**config.mk**
```make
export PLATFORM = sky130hd
export DESIGN_NAME = serial_port
export DESIGN_NICKNAME = d
export VERILOG_FILES = /design/src/rtl/serial_port.sv
export SDC_FILE = /design/constraint.sdc
export NUM_CORES = 1
export LEC_CHECK = 0
export ABC_CLOCK_PERIOD_IN_PS = 2300
export CORE_MARGIN = 2
export CORE_UTILIZATION = 45
export DETAILED_ROUTE_END_ITERATION = 16
export PLACE_DENSITY = 0.66
export SYNTH_ARGS = -nofsm -noshare
export SYNTH_HDL_FRONTEND = slang
export SYNTH_SLANG_ARGS = --single-unit
```
**constraint.sdc**
```tcl
create_clock -name clk -period 2.3 [get_ports clk]
set_input_delay 0.23 -clock clk [delete_from_list [all_inputs] [get_ports clk]]
set_output_delay 0.23 -clock clk [all_outputs]
set_load 0.005 [all_outputs]
```
**src/rtl/serial_port.sv**
```systemverilog
// 8051-style serial port, mode 1 (start, 8 data LSB-first, stop), timed from the Timer 1 overflow.
// Produces one-clock TI/RI set pulses for the SFR file; TX and RX run independently.
module serial_port #(
  parameter int unsigned OVS = 16
) (
  input  logic       clk,
  input  logic       rst_n,
  input  logic       baud_tick,
  input  logic       smod,
  input  logic       ren,
  input  logic       ri,
  input  logic       sbuf_we,
  input  logic [7:0] sbuf_wdata,
  output logic [7:0] sbuf_rdata,
  input  logic       rxd,
  output logic       txd,
  output logic       ti_set,
  output logic       ri_set,
  output logic       tx_busy
);

  localparam int unsigned TickW = $clog2(OVS);
  localparam logic [TickW-1:0] TickLast  = TickW'(OVS - 1);
  localparam logic [TickW-1:0] TickVoteA = TickW'(OVS / 2 - 1);
  localparam logic [TickW-1:0] TickVoteB = TickW'(OVS / 2);
  localparam logic [TickW-1:0] TickVoteC = TickW'(OVS / 2 + 1);

  typedef enum logic [1:0] {StIdle, StStart, StData, StStop} state_e;

  // Sample tick: every baud_tick when smod=1, every second one otherwise.
  logic smod_q;
  logic tog_q;
  logic stick;

  always_ff @(posedge clk or negedge rst_n) begin
    if (!rst_n) begin
      smod_q <= 1'b0;
      tog_q  <= 1'b0;
    end else begin
      smod_q <= smod;
      if (smod != smod_q) begin
        tog_q <= 1'b0;
      end else if (baud_tick && !smod) begin
        tog_q <= ~tog_q;
      end
    end
  end

  assign stick = smod ? baud_tick : (baud_tick & tog_q);

  // ---------------------------------------------------------------------------
  // Transmitter
  // ---------------------------------------------------------------------------
  state_e           tx_state;
  logic [TickW-1:0] tx_tick;
  logic [2:0]       tx_bit;
  logic [7:0]       tx_shreg;

  // txd takes each state's level on that state's first stick, so every level lasts OVS sticks.
  always_ff @(posedge clk or negedge rst_n) begin
    if (!rst_n) begin
      tx_state <= StIdle;
      tx_tick  <= '0;
      tx_bit   <= 3'd0;
      tx_shreg <= 8'h00;
      txd      <= 1'b1;
      tx_busy  <= 1'b0;
      ti_set   <= 1'b0;
    end else begin
      ti_set <= 1'b0;
      if (tx_state == StIdle) begin
        if (sbuf_we) begin
          tx_shreg <= sbuf_wdata;
          tx_busy  <= 1'b1;
          tx_bit   <= 3'd0;
          tx_tick  <= '0;
          tx_state <= StStart;
        end
      end else if (stick) begin
        tx_tick <= (tx_tick == TickLast) ? '0 : tx_tick + 1'b1;
        unique case (tx_state)
          StStart: begin
            if (tx_tick == '0) txd <= 1'b0;
            if (tx_tick == TickLast) tx_state <= StData;
          end
          StData: begin
            if (tx_tick == '0) txd <= tx_shreg[0];
            if (tx_tick == TickLast) begin
              tx_shreg <= {1'b0, tx_shreg[7:1]};
              tx_bit   <= tx_bit + 3'd1;
              if (tx_bit == 3'd7) tx_state <= StStop;
            end
          end
          StStop: begin
            if (tx_tick == '0) begin
              txd    <= 1'b1;
              ti_set <= 1'b1;
            end
            if (tx_tick == TickLast) begin
              tx_state <= StIdle;
              tx_busy  <= 1'b0;
            end
          end
          StIdle: ;
        endcase
      end
    end
  end

  // ---------------------------------------------------------------------------
  // Receiver
  // ---------------------------------------------------------------------------
  logic rx_s1;
  logic rx_s2;
  logic rx_prev;
  logic rx_fall;

  always_ff @(posedge clk or negedge rst_n) begin
    if (!rst_n) begin
      rx_s1   <= 1'b1;
      rx_s2   <= 1'b1;
      rx_prev <= 1'b1;
    end else begin
      rx_s1   <= rxd;
      rx_s2   <= rx_s1;
      rx_prev <= rx_s2;
    end
  end

  assign rx_fall = rx_prev & ~rx_s2;

  state_e           rx_state;
  logic [TickW-1:0] rx_tick;
  logic [2:0]       rx_bit;
  logic [7:0]       rx_shreg;
  logic             vote_a;
  logic             vote_b;
  logic             vote;

  // Majority of the two earlier mid-bit samples and the live one on the last sample tick.
  assign vote = (vote_a & vote_b) | (vote_a & rx_s2) | (vote_b & rx_s2);

  always_ff @(posedge clk or negedge rst_n) begin
    if (!rst_n) begin
      rx_state   <= StIdle;
      rx_tick    <= '0;
      rx_bit     <= 3'd0;
      rx_shreg   <= 8'h00;
      vote_a     <= 1'b1;
      vote_b     <= 1'b1;
      sbuf_rdata <= 8'h00;
      ri_set     <= 1'b0;
    end else begin
      ri_set <= 1'b0;
      if (!ren) begin
        rx_state <= StIdle;
        rx_tick  <= '0;
      end else if (rx_state == StIdle) begin
        if (rx_fall) begin
          rx_tick  <= '0;
          rx_bit   <= 3'd0;
          rx_state <= StStart;
        end
      end else if (stick) begin
        rx_tick <= (rx_tick == TickLast) ? '0 : rx_tick + 1'b1;
        if (rx_tick == TickVoteA) vote_a <= rx_s2;
        if (rx_tick == TickVoteB) vote_b <= rx_s2;
        unique case (rx_state)
          StStart: begin
            if (rx_tick == TickVoteC && vote) begin
              rx_state <= StIdle;
              rx_tick  <= '0;
            end else if (rx_tick == TickLast) begin
              rx_state <= StData;
            end
          end
          StData: begin
            if (rx_tick == TickVoteC) rx_shreg <= {vote, rx_shreg[7:1]};
            if (rx_tick == TickLast) begin
              rx_bit <= rx_bit + 3'd1;
              if (rx_bit == 3'd7) rx_state <= StStop;
            end
          end
          StStop: begin
            // Decide mid-stop so the receiver is re-armed before the next start edge.
            if (rx_tick == TickVoteC) begin
              if (vote && !ri) begin
                sbuf_rdata <= rx_shreg;
                ri_set     <= 1'b1;
              end
              rx_state <= StIdle;
              rx_tick  <= '0;
            end
          end
          StIdle: ;
        endcase
      end
    end
  end

endmodule

```
==> run summary <==
Setup violations remaining at the end of the flow were counted as 0. The flip-flop cell with the highest count after synthesis is dfrtp_1. The initialized floorplan defines 28 standard-cell rows.

Of all nets on the critical path, the largest fanout is 20. Dividing the synthesized area by the synthesized cell count gives 11.8 um^2. 0 antenna diodes ended up in the layout. The tool flagged a number of max-cap violations equal to 0. The remaining antenna violation count after routing was 0. The number of clock sinks came out at 53.

The design draws 0.00273 W. Measured against its own limit, the worst slew margin works out to 60.3%. In this run the biggest area consumer among cell types represents 43.6% of the synthesized area. Across all layers, the routed design uses 1867 vias.

After clock tree synthesis, the repair step resized 0 gates. The global-route wire length before repair came out at 8.38 mm. TritonCTS built the clock tree. For this design the static power due to leakage is 1.39 nW.

In this run the vertical extent of the chip is 81.5 um. The worst-case IR drop observed on VDD is 0.557 mV. In the finished design, the share of the clock period the worst path needs comes to 88.5%.

The mapped netlist covers 2700 um^2. The initial utilization of the core area, before any placement, comes to 46.2%. The cts-stage hold buffer count was 1.

Clock latency on the worst-skew pair, taken at its later pin, is 0.32 ns. The multi-input logic area was 1290 um^2. The number of setup buffers added after CTS was 0.

In this design, the stage delay of the slowest critical-path cell is 0.42 ns. Traced cell by cell, the critical path runs through inv_1 > ha_1 > buf_4 > a31oi_2 > nor3_4 > mux2_2. The register area share after synthesis is 49.4%, and the detailed-routing iteration count for the pre-antenna-repair pass is 4.

The tools report the startpoint kind of the worst setup timing path as a flip-flop. STA classifies the critical path endpoint as a flip-flop. After detailed routing, the number of remaining DRC violations is 0. Synthesis produced a netlist with a net count of 259. The number of vias per cell after detailed routing came out at 5.46.

The total overflow left after global routing is 0. For the max-slew violation count, the log shows 0. The worst hold path belongs to the class in -> reg. The cell type with the largest total area after synthesis was dfrtp_1. At the end of routability-driven placement, the weighted congestion stood at 0.773.

Among all stages on the critical path, the largest delay is contributed by dfrtp_1. The initial antenna violation count is 0, and the fraction of registers with async set or reset after synthesis is 100%. The number of synthesized register bits was 53; the number of cells produced by synthesis was 229.

Counting flops with a built-in enable in the synthesized netlist gives 0. The tools report the setup TNS after final layout as 0 ns. The data required time of the worst path came out at 2.50 ns. 28 I/O pins were placed. After detailed routing, the average wire length per cell comes to 14.5 um. The clock period minus worst slack is 2.03 ns, and the total power density per cell area is 854 nW/um^2. The logs give 0 for the number of hold violations in the final report and 4.96 mm for the wire length reported by the detailed router. STA puts the critical path data arrival time at 2.24 ns. Static timing analysis puts the maximum clock frequency at 492 MHz. Global routing consumed, over all layers together, 16.4% of the routing resources. The share of cells above drive strength 1 is 25.8%.

The library cell with the highest instance count after synthesis is dfrtp_1. The layout has 520 filler cells. The tools report the count of unique library cells instantiated by Yosys as 55. Buffers inserted during clock tree synthesis total 5. The total number of yosys warnings was 0; the overall die width was 81.5 um.

In the synthesized netlist, the cells that appear most often are dfrtp_1 (47), mux2_2 (33), nand2_1 (16). The measured slew at the worst slew-check pin is 0.596 ns. The tree is rooted in a clkbuf_8. By startpoint and endpoint, the worst setup path is classified as reg -> reg. Count of input and output buffers: 27.

The maximum clock skew at final layout is 0.0110 ns. Setup repair after global routing left no endpoint under its margin. The register area is 1330 um^2. Clock slew at the register clock pins of the worst setup and hold paths: 0.11 ns. The flow ran to the end, and the final reports show no timing, DRC or antenna violations.

In this run, the number of DRC markers left after iteration 0 of detailed routing was 99. At the end of the flow, the number of nets in the layout was 296. The floorplan step defined a die boundary enclosing 6640 um^2. After synthesis, the cell types taking the most area are dfrtp_1 (44%), mux2_2 (14%), ha_1 (6.5%). The H-tree generated during clock tree synthesis spans 2 levels.

Summed over all nets, the half-perimeter wirelength after detailed placement is 3.58 mm. In this run the standard cell core region covers 5850 um^2. Number of buffers on the longest clock path: 2. The largest net degree at the start of global routing is 27, and the via count of the first global-routing pass is 1759. The layout overhead on the synthesized area is 18.6%.
==> cell type report <==
| type | instances | share of cell area [%] |
|---|---|---|
| Sequential cell | 53 | 41.7 |
| Tap cell | 75 | 2.93 |
| Inverter | 12 | 1.41 |
| Multi-Input combinational cell | 157 | 40.3 |
| Clock buffer | 5 | 2.15 |
| Clock inverter | 3 | 0.899 |
| Timing Repair Buffer | 37 | 10.7 |
==> cell families after synthesis <==
logic type | after synthesis | synth area share (%)
buffers and inverters | 19 | 2.87
flip-flops | 53 | 49.4
AO/OA/AOI/OAI | 44 | 11.2
AND/OR/NAND/NOR | 60 | 13.9
XOR/XNOR | 1 | 0.324
adder cells (fa/ha/maj) | 15 | 6.86
multiplexers | 37 | 15.4
==> flip-flops by register name (all words and copies together), names as in the netlist, 2 cells and up <==
register and cells:
rx_shreg 8, rx_bit 3, rx_tick 4, tx_tick 4, sbuf_rdata 8, tx_state 2
tx_shreg 8, tx_bit 3, rx_state 2
==> cells in the final DEF (no fill, tap or decap), drive strengths merged, types with 3 or more instances in the layout <==
cell type and instances:
a21oi 6, buf 10, clkbuf 5, clkdlybuf4s50 26, dfrtp 47, dfstp 6, ha 14, inv 14
mux2 33, mux2i 4, nand2 16, nand3 4, nand3b 3, nor2 5, nor3 7, nor3b 4
o211ai 7, o21ai 14, or3b 3
==> stage by stage <==
step	setup slack, ns	area (um^2)	hold WS, ns	std cells	utilization [%]
2_1_floorplan	0.506	2700	-0.0656	229	-
3_3_place_gp	0.278	3090	0.269	333	52.9
3_5_place_dp	0.243	3090	0.273	333	52.9
4_1_cts	0.265	3200	0.296	342	54.7
5_1_grt	0.137	3200	0.297	342	54.7
6_report	0.265	3200	0.308	342	54.7
==> power by group <==
group,internal (W),switching (W)
clock,0.000228,0.000335
sequential,0.00110,0.000124
combinational,0.000484,0.000461
total,0.00181,0.000920
==> metal layers <==
metal  share of wire (%)  track usage (%)
met3                 3.1             3.63
met1                  51             23.6
met5                   0                0
met4                 1.6             5.59
met2                  44             24.6
==> worst max-delay path: cells and delay by family, from the launching register on <==
family                     cells  cell delay [ns]
buffers and inverters          2             0.38
and+or+nand+nor                1             0.41
AOI/OAI and AO/OA              1             0.11
muxes                          1             0.38
adders and majority gates      1             0.21
DFF                            1             0.42
==> final timing paths <==
| path | slack, ns | cells after the start | endpoint | startpoint |
|---|---|---|---|---|
| min in group asynchronous | 0.44 | 2 | sbuf_rdata[5]$_DFFE_PN0P_ | rst_n |
| max reg2reg | 0.27 | 6 | tx_shreg[2]$_DFFE_PN0P_ | tx_state[0]$_DFFE_PN0P_ |
| max in group asynchronous | 1.17 | 3 | vote_b$_DFFE_PN1P_ | rst_n |
| min | 0.31 | 1 | rx_s1$_DFF_PN1_ | rxd |
| min reg2reg | 0.36 | 0 | rx_s2$_DFF_PN1_ | rx_s1$_DFF_PN1_ |
| max | 0.27 | 6 | tx_shreg[2]$_DFFE_PN0P_ | tx_state[0]$_DFFE_PN0P_ |
(Power assumes the default switching activity.)
